## src/rtl/output_port_arbiter_if.sv

```systemverilog
// output_port_arbiter_if: request/flit-type inputs from the input units and
// grant/fire/credit status from one output-port arbiter.
interface output_port_arbiter_if #(
  parameter int NUM_INPUTS = 5,
  parameter int BUF_DEPTH  = 4
);
  localparam int OW = NUM_INPUTS > 1 ? $clog2(NUM_INPUTS) : 1;
  localparam int CW = $clog2(BUF_DEPTH + 1);
  logic [NUM_INPUTS-1:0] i_req;
  logic [NUM_INPUTS-1:0] i_head;
  logic [NUM_INPUTS-1:0] i_tail;
  logic                  i_credit_ret;
  logic [NUM_INPUTS-1:0] o_grant;
  logic [OW-1:0]         o_owner;
  logic                  o_fire;
  logic                  o_busy;
  logic [CW-1:0]         o_credits;
  logic                  o_credit_err;
  logic                  o_timeout;
  modport master (
    output i_req, i_head, i_tail, i_credit_ret,
    input  o_grant, o_owner, o_fire, o_busy, o_credits, o_credit_err, o_timeout
  );
  modport slave (
    input  i_req, i_head, i_tail, i_credit_ret,
    output o_grant, o_owner, o_fire, o_busy, o_credits, o_credit_err, o_timeout
  );
endinterface

```

## src/rtl/output_port_arbiter.sv

```systemverilog
// output_port_arbiter: round-robin wormhole arbiter with credit flow control for one output port.
// Define LOCK_TIMEOUT_EN to compile in the forced release of a stalled owner after TIMEOUT idle cycles.
module output_port_arbiter #(
  parameter int NUM_INPUTS = 5,
  parameter int BUF_DEPTH  = 4,
  parameter int TIMEOUT    = 16
) (
  input logic                 clk,
  input logic                 reset_n,
  output_port_arbiter_if.slave bus
);
  localparam int OW = NUM_INPUTS > 1 ? $clog2(NUM_INPUTS) : 1;
  localparam int CW = $clog2(BUF_DEPTH + 1);
  typedef enum logic {IDLE, LOCKED} state_t;
  state_t                r_state;
  logic [NUM_INPUTS-1:0] r_grant;
  logic [NUM_INPUTS-1:0] w_cand;
  logic [OW-1:0]         r_owner;
  logic [OW-1:0]         r_rr_ptr;
  logic [OW-1:0]         w_pick;
  logic [OW-1:0]         w_next_ptr;
  logic [CW-1:0]         r_credits;
  logic                  r_credit_err;
  logic                  w_found;
  logic                  w_has_credit;
  logic                  w_fire;
  logic                  w_release;
  logic                  w_to_rel;
  logic                  w_timeout;
  assign w_cand       = bus.i_req & bus.i_head;
  assign w_has_credit = r_credits != '0;
  assign w_fire       = r_state == LOCKED && bus.i_req[r_owner] && w_has_credit;
  assign w_next_ptr   = r_owner == OW'(NUM_INPUTS - 1) ? '0 : r_owner + 1'b1;
  assign w_release    = (w_fire && bus.i_tail[r_owner]) || w_to_rel;
  // Scan downward so the candidate closest to rr_ptr is the last one written.
  always_comb begin
    w_found = 1'b0;
    w_pick  = '0;
    for (int k = NUM_INPUTS - 1; k >= 0; k--)
      if (w_cand[(int'(r_rr_ptr) + k) % NUM_INPUTS]) begin
        w_found = 1'b1;
        w_pick  = OW'((int'(r_rr_ptr) + k) % NUM_INPUTS);
      end
  end
  always_ff @(posedge clk) begin
    if (!reset_n) begin
      r_state  <= IDLE;
      r_grant  <= '0;
      r_owner  <= '0;
      r_rr_ptr <= '0;
    end else if (r_state == IDLE) begin
      if (w_found && w_has_credit) begin
        r_state <= LOCKED;
        r_grant <= NUM_INPUTS'(1) << w_pick;
        r_owner <= w_pick;
      end
    end else if (w_release) begin
      r_state  <= IDLE;
      r_grant  <= '0;
      r_owner  <= '0;
      r_rr_ptr <= w_next_ptr;
    end
  end
  // A return that arrives with a full count and nothing leaving is an overflow.
  always_ff @(posedge clk) begin
    if (!reset_n) begin
      r_credits    <= CW'(BUF_DEPTH);
      r_credit_err <= 1'b0;
    end else if (bus.i_credit_ret && !w_fire) begin
      if (r_credits == CW'(BUF_DEPTH))
        r_credit_err <= 1'b1;
      else
        r_credits <= r_credits + 1'b1;
    end else if (w_fire && !bus.i_credit_ret) begin
      r_credits <= r_credits - 1'b1;
    end
  end
`ifdef LOCK_TIMEOUT_EN
  localparam int TW = $clog2(TIMEOUT + 1);
  logic [TW-1:0] r_idle_cnt;
  logic          r_timeout;
  assign w_to_rel  = r_state == LOCKED && !bus.i_req[r_owner] && r_idle_cnt == TW'(TIMEOUT - 1);
  assign w_timeout = r_timeout;
  always_ff @(posedge clk) begin
    if (!reset_n || r_state != LOCKED || bus.i_req[r_owner] || w_to_rel)
      r_idle_cnt <= '0;
    else
      r_idle_cnt <= r_idle_cnt + 1'b1;
    r_timeout <= reset_n && w_to_rel;
  end
`else
  assign w_to_rel  = 1'b0;
  assign w_timeout = 1'b0;
`endif
  assign bus.o_grant      = r_grant;
  assign bus.o_owner      = r_owner;
  assign bus.o_fire       = w_fire;
  assign bus.o_busy       = r_state == LOCKED;
  assign bus.o_credits    = r_credits;
  assign bus.o_credit_err = r_credit_err;
  assign bus.o_timeout    = w_timeout;
endmodule
```

## src/flat_wrapper.sv

```systemverilog
// flat-port wrapper written by rule: the top's interface ports become plain ports
module output_port_arbiter_flat 
#(
  parameter int NUM_INPUTS = 5,
  parameter int BUF_DEPTH  = 4,
  parameter int TIMEOUT    = 16
)
  (clk, reset_n, bus_i_req, bus_i_head, bus_i_tail, bus_i_credit_ret, bus_o_grant, bus_o_owner, bus_o_fire, bus_o_busy, bus_o_credits, bus_o_credit_err, bus_o_timeout);
  output_port_arbiter_if #(.NUM_INPUTS(NUM_INPUTS), .BUF_DEPTH(BUF_DEPTH)) bus_i ();
  input logic clk;
  input logic reset_n;
  input wire logic [$bits(bus_i.i_req)-1:0] bus_i_req;
  input wire logic [$bits(bus_i.i_head)-1:0] bus_i_head;
  input wire logic [$bits(bus_i.i_tail)-1:0] bus_i_tail;
  input wire logic [$bits(bus_i.i_credit_ret)-1:0] bus_i_credit_ret;
  output wire logic [$bits(bus_i.o_grant)-1:0] bus_o_grant;
  output wire logic [$bits(bus_i.o_owner)-1:0] bus_o_owner;
  output wire logic [$bits(bus_i.o_fire)-1:0] bus_o_fire;
  output wire logic [$bits(bus_i.o_busy)-1:0] bus_o_busy;
  output wire logic [$bits(bus_i.o_credits)-1:0] bus_o_credits;
  output wire logic [$bits(bus_i.o_credit_err)-1:0] bus_o_credit_err;
  output wire logic [$bits(bus_i.o_timeout)-1:0] bus_o_timeout;
  assign bus_i.i_req = bus_i_req;
  assign bus_i.i_head = bus_i_head;
  assign bus_i.i_tail = bus_i_tail;
  assign bus_i.i_credit_ret = bus_i_credit_ret;
  assign bus_o_grant = bus_i.o_grant;
  assign bus_o_owner = bus_i.o_owner;
  assign bus_o_fire = bus_i.o_fire;
  assign bus_o_busy = bus_i.o_busy;
  assign bus_o_credits = bus_i.o_credits;
  assign bus_o_credit_err = bus_i.o_credit_err;
  assign bus_o_timeout = bus_i.o_timeout;
  output_port_arbiter #(.NUM_INPUTS(NUM_INPUTS), .BUF_DEPTH(BUF_DEPTH), .TIMEOUT(TIMEOUT)) u_core (.clk(clk), .reset_n(reset_n), .bus(bus_i));
endmodule
```

## config.mk

```make
export PLATFORM = sky130hd
export DESIGN_NAME = output_port_arbiter_flat
export DESIGN_NICKNAME = d
export VERILOG_FILES = /design/src/rtl/output_port_arbiter_if.sv /design/src/rtl/output_port_arbiter.sv /design/src/flat_wrapper.sv
export SDC_FILE = /design/constraint.sdc
export NUM_CORES = 1
export LEC_CHECK = 0
export ABC_AREA = 1
export CAP_MARGIN = 20
export CORE_UTILIZATION = 25
export CTS_CLUSTER_SIZE = 30
export DETAILED_ROUTE_END_ITERATION = 10
export PLACE_DENSITY_LB_ADDON = 0.1
export SLEW_MARGIN = 20
export SYNTH_ARGS = -nofsm -noshare
export SYNTH_HDL_FRONTEND = slang
export SYNTH_SLANG_ARGS = --single-unit
```

## constraint.sdc

```tcl
create_clock -name clk -period 4.3 [get_ports clk]
set_input_delay 0.43 -clock clk [delete_from_list [all_inputs] [get_ports clk]]
set_output_delay 0.43 -clock clk [all_outputs]
set_load 0.005 [all_outputs]
```

## Word-level counts from Yosys, hierarchy flattened

Index checks and enable logic that the tools add are counted.

| cells by class | value |
|---|---|
| $add $sub $neg | 7 |
| multiply operators | 0 |
| divide/modulo/power cells | 5 |
| $lt $le $gt $ge | 6 |
| equal/unequal tests | 4 |
| shift-type cells | 1 |
| muxes and demuxes | 42 |
| bitwise operators | 1 |
| reduce and logical (&&, ||, !) cells | 15 |

Operator list:

| kind | count |
|---|---|
| 32-bit by 5-bit less-than comparator with 1-bit output, second input constant | 5 |
| 32-bit by 4-bit modulo with 32-bit output, second input constant | 4 |
| 3-bit 2-to-1 mux | 12 |
| 4-bit by 4-bit modulo with 32-bit output, second input constant | 1 |
| 1-bit binary-select mux with 3-bit select | 7 |
| 1-bit 2-to-1 mux | 20 |
| 5-bit 2-to-1 mux | 3 |
| 3-bit by 2-bit adder with 4-bit output, second input constant | 2 |
| 2-bit AND reduction | 4 |
| 3-bit by 1-bit adder with 3-bit output, second input constant | 2 |
| 3-bit == test, second input constant | 2 |
| 1-bit logical AND | 6 |
| 5-bit AND | 1 |
| 1-bit by 3-bit left shift with 5-bit output, first input constant | 1 |
| 3-bit by 1-bit adder with 4-bit output, second input constant | 1 |
| 3-bit by 3-bit adder with 4-bit output, second input constant | 1 |
| 3-bit by 4-bit less-than comparator with 1-bit output, second input constant | 1 |
| 2-bit inequality test, second input constant | 2 |
| 2-bit nonzero test | 2 |
| 3-bit nonzero test | 1 |
| 3-bit by 1-bit subtractor with 3-bit output, second input constant | 1 |
| 1-bit logical NOT | 2 |

| word-level totals | value |
|---|---|
| register bits | 16 |
| latch bits | 0 |
| memory bits (writable) | 0 |
| bits in read-only memories | 0 |
| input bits | 18 |
| output and inout port bits | 15 |
| logic and storage cells | 87 |
| memories | 0 |

## Longest topological paths before layout

| depth | value |
|---|---|
| depth in word-level cells | 13 |
| depth in mapped cells | 29 |
| depth with buffers taken out | 28 |

## Worst setup path before layout

No wires, ideal clock.

| timing | value |
|---|---|
| kind | register to register |
| start | reg u_core.r_rr_ptr[1] |
| end | reg u_core.r_owner[1] (netlist: u_core.bus.o_owner[1]) |
| setup time | 0.070 ns |
| arrival | 3.333 ns |
| slack | 0.897 ns |
| cell stages (with the launch flop) | 27 |
| cell sequence | dfxtp_1 > inv_1 > ha_1 > o21ai_1 > nand2_1 > xor2_1 > ha_1 > fa_1 > inv_1 > nor2_2 > nand2_1 > nand2_1 > nand2_1 > nand2_1 > nand3_1 > nand2_1 > nand2_1 > nand2_1 > nor2_1 > nand3_2 > nor2_4 > nor2_8 > inv_4 > nand2_4 > clkinv_2 > nand2_1 > a21oi_1 |

| on the way | value |
|---|---|
| cells in the longest elaborated chain, start to end | 13 |
| elaborated cells on any way between the ends | 39 |

RTL lines:

| element | line | source |
|---|---|---|
| start, declared | output_port_arbiter.sv:19 | `logic [OW-1:0] r_rr_ptr;` |
| start signal, assigned | output_port_arbiter.sv:61 | `r_rr_ptr <= w_next_ptr;` |
| 3-bit by 3-bit adder with 4-bit output | output_port_arbiter.sv:40, output_port_arbiter.sv:42 |  |
| 32-bit by 4-bit modulo with 32-bit output | output_port_arbiter.sv:40, output_port_arbiter.sv:42 |  |
| 1-bit binary-select mux with 3-bit select | output_port_arbiter.sv:40 | `if (w_cand[(int'(r_rr_ptr) + k) % NUM_INPUTS]) begin` |
| 1-bit 2-to-1 mux (implied by the code) (2 in a row) | output_port_arbiter.sv:40 |  |
| 1-bit 2-to-1 mux (5 in a row) | output_port_arbiter.sv:40 |  |
| 1-bit logical AND | output_port_arbiter.sv:52 | `if (w_found && w_has_credit) begin` |
| 2-bit nonzero test (no line) | n/a |  |
| 2-bit AND reduction (no line) | n/a |  |
| end signal, assigned | output_port_arbiter.sv:55 | `r_owner <= w_pick;` |
| end, declared | output_port_arbiter.sv:18 | `logic [OW-1:0] r_owner;` |

Several ways; a longest one is shown, not always the timed one. The select of a mux whose other input is x is not followed.
A chain may end at the register's enable or synchronous reset.

## Worst setup path after layout

Same ends and word-level chain as after synthesis.

==> results.cfg <==
[run_status]
status = finished clean

[logic_synthesis]
yosysSeqAreaShare = 0.1459
synth_fp_nets = 392
synth_edf_count = 0
synthCells = 349
synth_area_leader_cell = nand2_1
syn_avg_cell_area_um2 = 6.292
synth_warnings = 0
yosysMostFrequentCell = nand2_1
ys_top_cells_by_count = 97 x nand2_1, 38 x inv_1, 36 x nand3_1, 23 x ha_1, 23 x nor2_1
synth_area_leaders = nand2_1 17%, dfxtp_1 15%, ha_1 13%
synth_cell_type_count = 44
netlist_area_um2 = 2196
synth_flop_cell = dfxtp_1
async_flop_share = 0
synth_top_area_frac = 0.1658
synth_seq_cells = 16

[global_route]
antenna_found_initial = 0
grt_max_degree = 16
grt_use_met2 = 0.2512
grt_pass1_wl_um = 10320
grt.busiest_layer = met2
track_usage = 0.1460
grt_pass1_vias = 2155
grt_use_met1 = 0.1960
grt_util_met3 = 0.01896
overflow = 0

[worst_setup_path]
reg2reg_from = u_core.r_rr_ptr[1]
worstPathMaxFanout = 7
cp.required_ps = 4480
cp-startpoint = u_core.r_rr_ptr[1]
start_kind = flip-flop
end_kind = flip-flop
criticalPathCategory = reg2reg
crit_arrival_ps = 4040

[drt]
drt-initial-drc-count = 75
via_per_inst = 4.532
ant_nets = 0
drt_pass1_iterations = 6
drcViolationCount = 0
dr_total_vias = 2225
wl_per_cell_um = 12.41
drt-total-wl_um = 6091

[timing]
fmax_ghz = 0.2591
post-route-period-util = 0.8977
drv_slew = 0
fin_crit_ps = 3860
finalClockSkew_ps = 8.050
setup_viol = 0
rsz0062_at_grt = no
tns_ps = 0
finalHoldViolCount = 0

[clock_network]
path_clk_slew_ps = 70
h-tree-depth = 1
cts_max_path_buffers = 2
root_buffer = clkbuf_8
cts_hold_buf = 0
cts_tree = yes
cts_inserted_buffers = 3
insertion_delay_ps = 250
cts_num_sinks = 16

[worst_hold_path]
hp-class = reg2reg
hp-start = u_core.bus.o_grant[3]

[final_layout]
drive_gt1_frac = 0.1528
diodes = 0
final_core_util = 0.3261
area_growth_pct = 23.87
num-nets-final = 430
n_fill_cell = 954

[placement]
gp_congestion = 0.8198
portBuffers = 31
dpl.hpwl_um = 5018

[die]
dieArea_um2 = 9162
core-area_um2 = 8341
rows = 33
start_util = 0.2633
die_y_um = 95.72
io_pins = 33
die_x_um = 95.72

[pwr]
peakVddDrop_v = 0.0003112
p_leak_nw = 1.302
pwr_density_cell_nw_per_um2 = 815.9

[run]
drv_cap = 0
-- worst max-delay path, cell delays in order, from the launching register on --
cell and delay (ps):
dfxtp_2 420, clkinvlp_4 180, ha_1 390, o21ai_1 140, nand2_1 110, xor2_1 180
ha_1 200, fa_1 360, inv_1 70, nor2_2 50, nand2_1 120, nand2_1 60
o21ai_1 190, inv_1 100, nand3_1 70, nand2_1 50, nand2_1 100, nand2_1 80
nor2_1 140, nand3_2 120, nor2_4 170, nor2_8 60, inv_4 70, nand2_4 50
clkinv_2 100, nand2_1 50, a21oi_1 140
-- final cells by class --
class                   instances  area (um2)  area share
multi-input cells             281        1664      0.6118
repair buffers                 37       355.3      0.1306
flip-flops and latches         16       321.6      0.1182
inverters                      48       192.7     0.07084
well taps                     105       131.4     0.04830
clock buffers                   4       55.05     0.02024
-- layer usage --
layer  share of wire  routed length [um]  vias up
met3           0.032                 192        2
met4          0.0056                  34        0
li1                -                   -     1205
met1            0.50                3047      984
met5               0                   0        -
met2            0.46                2816       34
-- cell families after synthesis --
group,synth area share
AO/OA/AOI/OAI,0.1208
flip-flops,0.1459
other,0.001708
buffers and inverters,0.09630
adder cells (fa/ha/maj),0.1493
XOR/XNOR,0.02735
AND/OR/NAND/NOR,0.4587
-- flip-flops by register name, summed over array words and instances (netlist names) --
name / count
u_core.r_rr_ptr: 3
u_core.bus.o_busy: 1
u_core.bus.o_credit_err: 1
u_core.bus.o_owner: 3
u_core.bus.o_grant: 5
u_core.bus.o_credits: 3
-- per-stage QoR --
step	hold WS [ps]	power (mW)	instance area (um2)	worst slack (ps)	instances
after CTS	470.2	2.234	2685	256.8	487
after detailed placement	457.9	2.081	2630	293.9	483
final	467.4	2.219	2720	439.9	491
after global routing	497.2	2.515	2720	21.80	491
after global placement	460.3	2.091	2630	354.3	483
after floorplan	460.4	1.630	2196	896.7	349
-- final timing paths --
check / end / slack, ps / cells after the start
max: u_core.bus.o_owner[1] / 440 / 26
min: u_core.bus.o_grant[3] / 470 / 2
min reg2reg: u_core.bus.o_grant[3] / 470 / 2
max reg2reg: u_core.bus.o_owner[1] / 440 / 26
-- cells in the final DEF, fill, tap and decap left out, types with 2 or more instances in the layout --
cell and instances:
a211oi_1 4, a21oi_1 19, a31oi_1 2, buf_4 6
clkbuf_8 4, clkdlybuf4s50_1 31, clkinv_1 2, dfxtp_1 15
fa_1 2, ha_1 23, inv_1 37, inv_2 5
nand2_1 97, nand2_2 16, nand2_4 6, nand3_1 36
nand3_2 4, nand3b_1 2, nand4_1 5, nor2_1 23
nor3_1 3, o21ai_0 10, o21ai_1 4, or2_2 3
xor2_1 5
-- power breakdown --
| group | switching (mW) | total, mW | internal [mW] |
|---|---|---|---|
| Clock | 0.0551 | 0.136 | 0.0813 |
| Combinational | 1.13 | 1.81 | 0.675 |
| Sequential | 0.0676 | 0.276 | 0.208 |
-- timing repair --
item / in CTS / in global routing
buffers inserted: 0 / 4
setup endpoints to repair: 0 / 8
gates resized for setup: 0 / 2
Note: power is estimated with default switching activity, not from simulation.
